===== config.mk =====
export PLATFORM = sky130hd
export DESIGN_NAME = char_classifier_flat
export DESIGN_NICKNAME = d
export VERILOG_FILES = /design/src/rtl/char_classifier_if.sv /design/src/rtl/char_classifier.sv /design/src/flat_wrapper.sv
export SDC_FILE = /design/constraint.sdc
export NUM_CORES = 1
export LEC_CHECK = 0
export CAP_MARGIN = 20
export CORE_ASPECT_RATIO = 1.25
export CORE_MARGIN = 2
export CORE_UTILIZATION = 45
export CTS_BUF_LIST = sky130_fd_sc_hd__clkbuf_8
export CTS_CLUSTER_DIAMETER = 50
export CTS_CLUSTER_SIZE = 12
export DETAILED_ROUTE_END_ITERATION = 10
export PLACE_DENSITY = 0.66
export REMOVE_ABC_BUFFERS = 1
export SYNTH_ARGS = -nofsm -noshare
export SYNTH_HDL_FRONTEND = slang
export SYNTH_SLANG_ARGS = --single-unit

===== constraint.sdc =====
create_clock -name clk -period 6.4 [get_ports clk]
set_clock_uncertainty 0.2 [all_clocks]
set_input_delay 0.96 -clock clk [delete_from_list [all_inputs] [get_ports clk]]
set_output_delay 0.96 -clock clk [all_outputs]
set_load 0.1 [all_outputs]

===== src/rtl/char_classifier_if.sv =====
// Byte-stream interface for char_classifier.
// The slave modport is the classifier's view: it takes the incoming bytes plus
// the downstream stall, and it drives the classified output stream.
interface char_classifier_if;
    logic [7:0] rx_data;
    logic       rx_valid;
    logic       rx_ready;
    logic       stall;
    logic       shift_en;
    logic [7:0] data_out;
    logic       is_number_out;
    logic       is_white_out;
    logic       number_done;
    logic [3:0] run_len;

    modport master (
        output rx_data, rx_valid, stall,
        input  rx_ready, shift_en, data_out, is_number_out, is_white_out,
               number_done, run_len
    );

    modport slave (
        input  rx_data, rx_valid, stall,
        output rx_ready, shift_en, data_out, is_number_out, is_white_out,
               number_done, run_len
    );
endinterface


===== src/rtl/char_classifier.sv =====
// char_classifier: tags incoming bytes as number / whitespace, buffers them in
// a small FIFO and feeds a downstream shift chain one byte per cycle unless it
// is stalled. It also counts runs of number bytes and reports each run length
// when the run is terminated by a non-number byte.
// Optional feature: define CLASSIFY_HEX_EN to also treat A-F / a-f as number.
module char_classifier #(
    parameter int DEPTH = 4
) (
    input logic          clk,
    input logic          rst,
    char_classifier_if.slave bus
);
    localparam int AW = (DEPTH > 1) ? $clog2(DEPTH) : 1;
    localparam logic [AW:0] FULL_CNT = (AW + 1)'(DEPTH);

    // FIFO entry: {is_white, is_number, byte}
    logic [9:0]    mem [DEPTH];
    logic [AW-1:0] wr_ptr;
    logic [AW-1:0] rd_ptr;
    logic [AW:0]   count;

    logic          wr_en;
    logic          rd_en;
    logic          in_num;
    logic          in_white;
    logic [9:0]    rd_entry;

    logic [3:0]    run_cnt;
    logic          shift_en_r;
    logic [7:0]    data_out_r;
    logic          is_num_r;
    logic          is_white_r;
    logic          done_r;
    logic [3:0]    run_len_r;

    // Ready depends only on occupancy (and reset), never on the same-cycle
    // pop, so a full FIFO does not accept a byte even while it drains.
    assign bus.rx_ready = !rst && (count != FULL_CNT);
    assign wr_en        = bus.rx_valid && bus.rx_ready;
    // Pop sees the occupancy before this cycle's write, so a byte written into
    // an empty FIFO waits one cycle before it can leave.
    assign rd_en        = (count != '0) && !bus.stall;
    assign rd_entry     = mem[rd_ptr];

    // Classify the incoming byte so flags are stored alongside it.
    always_comb begin
        in_num   = (bus.rx_data >= 8'h30) && (bus.rx_data <= 8'h39);
`ifdef CLASSIFY_HEX_EN
        if (((bus.rx_data >= 8'h41) && (bus.rx_data <= 8'h46)) ||
            ((bus.rx_data >= 8'h61) && (bus.rx_data <= 8'h66)))
            in_num = 1'b1;
`endif
        in_white = (bus.rx_data == 8'h20) || (bus.rx_data == 8'h09) ||
                   (bus.rx_data == 8'h0A) || (bus.rx_data == 8'h0D);
    end

    // FIFO storage; contents need no reset since occupancy gates every read.
    always_ff @(posedge clk) begin
        if (wr_en)
            mem[wr_ptr] <= {in_white, in_num, bus.rx_data};
    end

    // Pointers wrap naturally because DEPTH is a power of two.
    always_ff @(posedge clk or posedge rst) begin
        if (rst) begin
            wr_ptr <= '0;
            rd_ptr <= '0;
            count  <= '0;
        end else begin
            if (wr_en)
                wr_ptr <= wr_ptr + AW'(1);
            if (rd_en)
                rd_ptr <= rd_ptr + AW'(1);
            unique case ({wr_en, rd_en})
                2'b10:   count <= count + (AW + 1)'(1);
                2'b01:   count <= count - (AW + 1)'(1);
                default: count <= count;
            endcase
        end
    end

    // Output stage and run tracking: a pop registers the byte and strobes the
    // shift chain next cycle; run_len only changes when a run is reported.
    always_ff @(posedge clk or posedge rst) begin
        if (rst) begin
            shift_en_r <= 1'b0;
            data_out_r <= 8'h00;
            is_num_r   <= 1'b0;
            is_white_r <= 1'b0;
            done_r     <= 1'b0;
            run_len_r  <= 4'd0;
            run_cnt    <= 4'd0;
        end else if (rd_en) begin
            shift_en_r <= 1'b1;
            data_out_r <= rd_entry[7:0];
            is_num_r   <= rd_entry[8];
            is_white_r <= rd_entry[9];
            if (rd_entry[8]) begin
                done_r <= 1'b0;
                if (run_cnt != 4'hF)
                    run_cnt <= run_cnt + 4'd1;
            end else if (run_cnt != 4'd0) begin
                done_r    <= 1'b1;
                run_len_r <= run_cnt;
                run_cnt   <= 4'd0;
            end else begin
                done_r <= 1'b0;
            end
        end else begin
            shift_en_r <= 1'b0;
            done_r     <= 1'b0;
        end
    end

    assign bus.shift_en      = shift_en_r;
    assign bus.data_out      = data_out_r;
    assign bus.is_number_out = is_num_r;
    assign bus.is_white_out  = is_white_r;
    assign bus.number_done   = done_r;
    assign bus.run_len       = run_len_r;
endmodule


===== src/flat_wrapper.sv =====
// flat-port wrapper written by rule: the top's interface ports become plain ports
module char_classifier_flat 
#(
    parameter int DEPTH = 4
)
  (clk, rst, bus_rx_data, bus_rx_valid, bus_stall, bus_rx_ready, bus_shift_en, bus_data_out, bus_is_number_out, bus_is_white_out, bus_number_done, bus_run_len);
  char_classifier_if bus_i ();
  input logic clk;
  input logic rst;
  input wire logic [$bits(bus_i.rx_data)-1:0] bus_rx_data;
  input wire logic [$bits(bus_i.rx_valid)-1:0] bus_rx_valid;
  input wire logic [$bits(bus_i.stall)-1:0] bus_stall;
  output wire logic [$bits(bus_i.rx_ready)-1:0] bus_rx_ready;
  output wire logic [$bits(bus_i.shift_en)-1:0] bus_shift_en;
  output wire logic [$bits(bus_i.data_out)-1:0] bus_data_out;
  output wire logic [$bits(bus_i.is_number_out)-1:0] bus_is_number_out;
  output wire logic [$bits(bus_i.is_white_out)-1:0] bus_is_white_out;
  output wire logic [$bits(bus_i.number_done)-1:0] bus_number_done;
  output wire logic [$bits(bus_i.run_len)-1:0] bus_run_len;
  assign bus_i.rx_data = bus_rx_data;
  assign bus_i.rx_valid = bus_rx_valid;
  assign bus_i.stall = bus_stall;
  assign bus_rx_ready = bus_i.rx_ready;
  assign bus_shift_en = bus_i.shift_en;
  assign bus_data_out = bus_i.data_out;
  assign bus_is_number_out = bus_i.is_number_out;
  assign bus_is_white_out = bus_i.is_white_out;
  assign bus_number_done = bus_i.number_done;
  assign bus_run_len = bus_i.run_len;
  char_classifier #(.DEPTH(DEPTH)) u_core (.clk(clk), .rst(rst), .bus(bus_i));
endmodule

==> results_dict.tcl, run 1 <==
set metrics [dict create \
    run_status "finished clean" \
    antenna_found_initial 0 \
    postRouteWirelength_mm 5.01 \
    port-buffer-count 28 \
    core_sq_um 6090 \
    setup_ws_ns 2.56 \
    cts.repair_timing.setup_buffer_count 0 \
    die_area_sq_um 6840 \
    antenna_cells 0 \
    share_of_synthesized_flip_flops_with_an_asynchronous_set_or_reset_pct 40.3 \
    ys_seq_elements 67 \
    syn_area_per_cell_sq_um 16.6 \
    worstHoldPathType "reg2reg" \
    timing_worst_slew_pin_value_ns 1.06 \
    crit_path_capture "bus_rx_ready" \
    cts.clk_slew.worst_paths_ns 0.06 \
    remaining_overflow_grt 0 \
    grt_pass1_wl_mm 8.04 \
    htree_levels 3 \
    drc 0 \
    detail_route.first_pass.iterations 4 \
    synthDominantAreaCellType "edfxtp_1" \
    synthesized_instance_count 168 \
    ws_path_type "in2out" \
    yosys_warnings 0 \
    cts_sinks 67 \
    drt-vias-per-instance 5.23 \
    ff2ff_setup_slack_ns 3.63 \
    ys_seq_area_share_pct 67.4 \
    synthFlopType "edfxtp_1" \
    critical_path.startpoint_type "input pin" \
    gp_congestion 0.772 \
    num-nets-final 224 \
    area_growth_pct 22.2 \
    cts_tree "built" \
    synth_enable_flop_cells 40 \
    finalCoreUtilization_pct 55.9 \
    detail_route.wl_per_cell_microns 17.1 \
    clk_path_buf_depth 2 \
    worstReg2RegEnd "u_core.bus.run_len[0]" \
    initial_core_util_pct 45.8 \
    cts.root.buffer_cell "clkbuf_8" \
    max_freq_ghz 0.261 \
    die_y_extent_microns 92.0 \
    routed-via-count 1538 \
    clk_latency_ns 0.34 \
    grt_start_max_net_pins 28 \
    place_hpwl_mm 3.31 \
    finalWorstPathRequiredPeriod_ns 3.84 \
    postRouteAntennaNets 0 \
    holdBufCountCts 0 \
    critPathMaxFanout 3 \
    totalNegativeSetupSlack_ns 0 \
    final-max-slew-violation-count 0 \
    critical_path.endpoint_type "primary output" \
    grt_pass1_vias 1603 \
    ctsResizeCount 0 \
    timing.critical_path.from "rst" \
    share_of_post_route_cells_with_drive_strength_above_1_pct 19.1 \
    grt_usage_pct 16.5 \
    setup_viol_count_final 0 \
    top_level_ports 29 \
    worst_ep_arrival_time_ns 2.68 \
    drtIter0Drc 81 \
    cell_depth_of_the_worst_flop_to_flop_path 4 \
    worst_ep_required_time_ns 5.24 \
    numCtsBuffers 9 \
    rsz0062_at_grt "no" \
    max_transition_margin_pct 27.3 \
    syn_area_sq_um 2790 \
    synthDominantCellAreaShare_pct 43.1 \
    maxCapViolCount 0 \
    hold_start "u_core.bus.run_len[1]" \
    worst_slack_after_detailed_placement_ns 2.55 \
    layout_worst_path_cycle_share_pct 59.9 \
    die_w_microns 74.4 \
    number_of_different_library_cells_in_the_post_synthesis_netlist 38 \
    r2r_start "u_core.rd_ptr[0]" \
    core.rowCount 32 \
    netlist_top_cells_area "edfxtp_1 (43%), dfrtp_1 (24%), mux4_2 (8.1%)" \
    hold_viol 0 \
]
==> through the flow <==
stage | area [sq um] | std cells | hold slack [ns]
6_report | 3400 | 294 | 0.293
5_1_grt | 3400 | 294 | 0.334
4_1_cts | 3380 | 293 | 0.298
3_5_place_dp | 3160 | 277 | 0.283
3_3_place_gp | 3160 | 277 | 0.273
2_1_floorplan | 2760 | 163 | 0.291
==> registers in the layout, indices dropped and copies added (netlist names) <==
name	count
u_core.mem	40
u_core.run_cnt	4
u_core.bus.shift_en	1
u_core.bus.run_len	4
u_core.bus.data_out	8
u_core.count	3
u_core.bus.is_white_out	1
u_core.bus.is_number_out	1
u_core.bus.number_done	1
u_core.wr_ptr	2
u_core.rd_ptr	2
==> layout make-up <==
class	instances	area, sq um
fillers	487	2680
flip-flops and latches	67	1880
multi-input cells	84	841
repair buffers	30	315
clock buffers	10	138
well taps	85	106
clock inverters	6	80.1
inverters	12	46.3
==> layout by cell type (no fill, tap or decap), drive strengths merged, types with 4 or more instances in the layout <==
cell	instances
o21ai	4
and2	4
nor3	4
inv	12
dfrtp	27
nor2	4
edfxtp	40
clkdlybuf4s50	28
a22o	4
ha	7
mux2	13
clkbuf	10
mux4	10
==> how the worst min path moves through the flow <==
stage,slack [ns],cells after the start,to
after CTS,0.30,1,u_core.bus.run_len[1]
after global routing,0.33,1,u_core.bus.is_number_out
after detailed placement,0.28,1,u_core.bus.run_len[1]
after floorplan,0.29,1,u_core.count[0]
final,0.29,1,u_core.bus.run_len[1]
after global placement,0.27,1,u_core.bus.run_len[1]
==> logic make-up (layout without fill, tap and decap cells) <==
logic type,count (synthesis),in the layout,synth area share (%)
buffers and inverters,17,58,2.43
xor gates and xnor gates,6,6,1.89
and+or+nand+nor,28,28,6.02
AOI/OAI and AO/OA,18,18,4.72
muxes,24,24,13.7
DFF,67,67,67.4
adders and majority gates,8,8,3.86
==> synth_stat cells, types with 3 or more instances <==
| cell type | count |
|---|---|
| a22o_1 | 4 |
| and2_1 | 4 |
| clkbuf_1 | 3 |
| dfrtp_1 | 27 |
| edfxtp_1 | 40 |
| ha_1 | 7 |
| inv_1 | 11 |
| mux2_2 | 11 |
| mux4_2 | 10 |
| nand3_1 | 3 |
| nor2_1 | 4 |
| nor3_1 | 4 |
| o21ai_0 | 4 |
| xnor2_1 | 3 |
| xor2_1 | 3 |
==> worst max-delay path: stages <==
cell	delay (ns)
clkdlybuf4s50_1	0.44
a21oi_1	0.13
clkdlybuf4s50_1	1.15
==> metal layers <==
| metal | track usage, % | wire (microns) | vias to the layer above | share of wire, % |
|---|---|---|---|---|
| met4 | 9.97 | 114 | 0 | 2.3 |
| li1 | - | - | 714 | - |
| met3 | 3.19 | 151 | 11 | 3.0 |
| met1 | 20.0 | 2080 | 776 | 41 |
| met5 | 0 | 0 | - | 0 |
| met2 | 26.5 | 2670 | 37 | 53 |
Power of run 1 is not shown: default switching activity piles up to over one toggle a cycle in this logic, so the estimate is an artifact.
==> run 2, diff against run 1 <==
==> constraint.sdc (replaced) <==
create_clock -name clk -period 3.68 [get_ports clk]
set_clock_uncertainty 0.2 [all_clocks]
set_input_delay 0.552 -clock clk [delete_from_list [all_inputs] [get_ports clk]]
set_output_delay 0.552 -clock clk [all_outputs]
set_load 0.1 [all_outputs]
==> run 2 against run 1 <==
  * Via count increased by 1.6%
  * Die area unchanged
  * Count of clock-buffer cells in the layout is 1 lower
  * Sequential cell count stayed put
  * Non-clock buffer count up 3
  * Routed wire length down 2.1%
  * Global-route usage decreased by 0.45 points
  * Critical path depth down 2
  * Critical path type is now reg2out
  * Highest routed layer unchanged
==> results_dict.tcl, run 2 (same netlist as run 1, synthesis figures left out) <==
set metrics [dict create \
    area_growth_pct 21.2 \
    worst_ep_required_time_ns 2.93 \
    critical_path.endpoint_type "primary output" \
    crit_buf_inv 1 \
    number_of_flip_flops_under_the_largest_register_name 40 \
    drc 0 \
    run_status "finished clean" \
    final_area_sq_um 3370 \
    die_area_sq_um 6840 \
    grt_usage_pct 16.0 \
    max_transition_margin_pct 35.1 \
    critical_path.startpoint_type "register" \
    max_freq_ghz 0.385 \
    top_reg_by_flops "u_core.mem" \
    cell_area_after_placement_sq_um 3180 \
    cts_tree "built" \
    layout_worst_path_cycle_share_pct 70.6 \
    drtIter0Drc 90 \
    routed-via-count 1562 \
    detail_route.first_pass.iterations 4 \
    holdBufCountCts 0 \
    postRouteAntennaNets 0 \
    antenna_found_initial 0 \
    mostFrequentLayoutCell "edfxtp_1" \
    die_y_extent_microns 92.0 \
    place.detailed.instances 280 \
    clk_latency_ns 0.33 \
    num-nets-final 227 \
    cts_sinks 67 \
    cp_slowest_cell "clkdlybuf4s50_1" \
    ws_path_type "reg2out" \
    htree_levels 3 \
    share_of_post_route_cells_with_drive_strength_above_1_pct 21.2 \
    timing.critical_path.max_delay_family "buffers and inverters" \
    finalWorstPathRequiredPeriod_ns 2.60 \
    remaining_overflow_grt 0 \
    timing_worst_slew_pin_value_ns 0.971 \
    critPathMaxFanout 2 \
    cts.clk_slew.worst_paths_ns 0.08 \
    port-buffer-count 28 \
    core_sq_um 6090 \
    die_w_microns 74.4 \
    ff2ff_setup_slack_ns 1.26 \
    setup_viol_count_final 0 \
    place_hpwl_mm 3.26 \
    antenna_cells 0 \
    gp_congestion 0.863 \
    top_level_ports 29 \
    cpPeakStageDelay_ns 1.14 \
    layout.cells.non_filler 297 \
    crit_chain "clkdlybuf4s50_1" \
    grt_start_max_net_pins 28 \
    final-max-slew-violation-count 0 \
    finalCoreUtilization_pct 55.4 \
    drt-vias-per-instance 5.26 \
    maxCapViolCount 0 \
    worst_ep_arrival_time_ns 1.85 \
    cts.root.buffer_cell "clkbuf_8" \
    cts.repair_timing.setup_buffer_count 0 \
    postRouteWirelength_mm 4.91 \
    detail_route.wl_per_cell_microns 16.5 \
    layout.cells.most_common_list "edfxtp_1 (40), clkdlybuf4s50_1 (27), dfrtp_1 (27)" \
    rsz0062_at_grt "no" \
    core.rowCount 32 \
    worstHoldPathType "reg2reg" \
    grt_pass1_wl_mm 7.98 \
    hold_viol 0 \
    grt_pass1_vias 1649 \
    ctsResizeCount 0 \
    initial_core_util_pct 45.8 \
    totalNegativeSetupSlack_ns 0 \
    clk_path_buf_depth 2 \
    numCtsBuffers 9 \
]
==> run 2: final cells by class <==
class | count | area [sq um]
fillers | 522 | 2710
flip-flops and latches | 67 | 1880
multi-input cells | 84 | 841
repair buffers | 33 | 335
clock buffers | 9 | 124
well taps | 85 | 106
inverters | 12 | 46.3
clock inverters | 7 | 45.0
==> run 2: metrics by stage <==
stage | hold WS, ns | setup WS [ns]
3_3_place_gp | 0.271 | 1.06
6_report | 0.304 | 1.08
5_1_grt | 0.323 | 1.04
2_1_floorplan | 0.291 | 0.915
4_1_cts | 0.309 | 1.07
3_5_place_dp | 0.289 | 0.955
==> run 2: metal layers <==
layer | GRT usage (%) | up-vias | part of all wire [%]
met1 | 19.6 | 805 | 41
met4 | 6.70 | 0 | 1.4
li1 | - | 712 | -
met3 | 2.97 | 9 | 2.8
met2 | 27.2 | 36 | 55
met5 | 0 | - | 0
==> run 2: worst paths after layout <==
| kind | start | to | depth (start not counted) |
|---|---|---|---|
| worst max-delay path | u_core.bus.data_out[4] | bus_data_out[4] | 1 |
| worst min-delay path | u_core.bus.run_len[0] | u_core.bus.run_len[0] | 1 |
| worst max register to register | u_core.rd_ptr[1] | u_core.bus.run_len[1] | 4 |
| worst min register to register | u_core.bus.run_len[0] | u_core.bus.run_len[0] | 1 |
| max in group asynchronous | rst | u_core.bus.data_out[0] | 3 |
| min in group asynchronous | rst | u_core.wr_ptr[0] | 2 |
Power of run 2 is left out for the same reason.
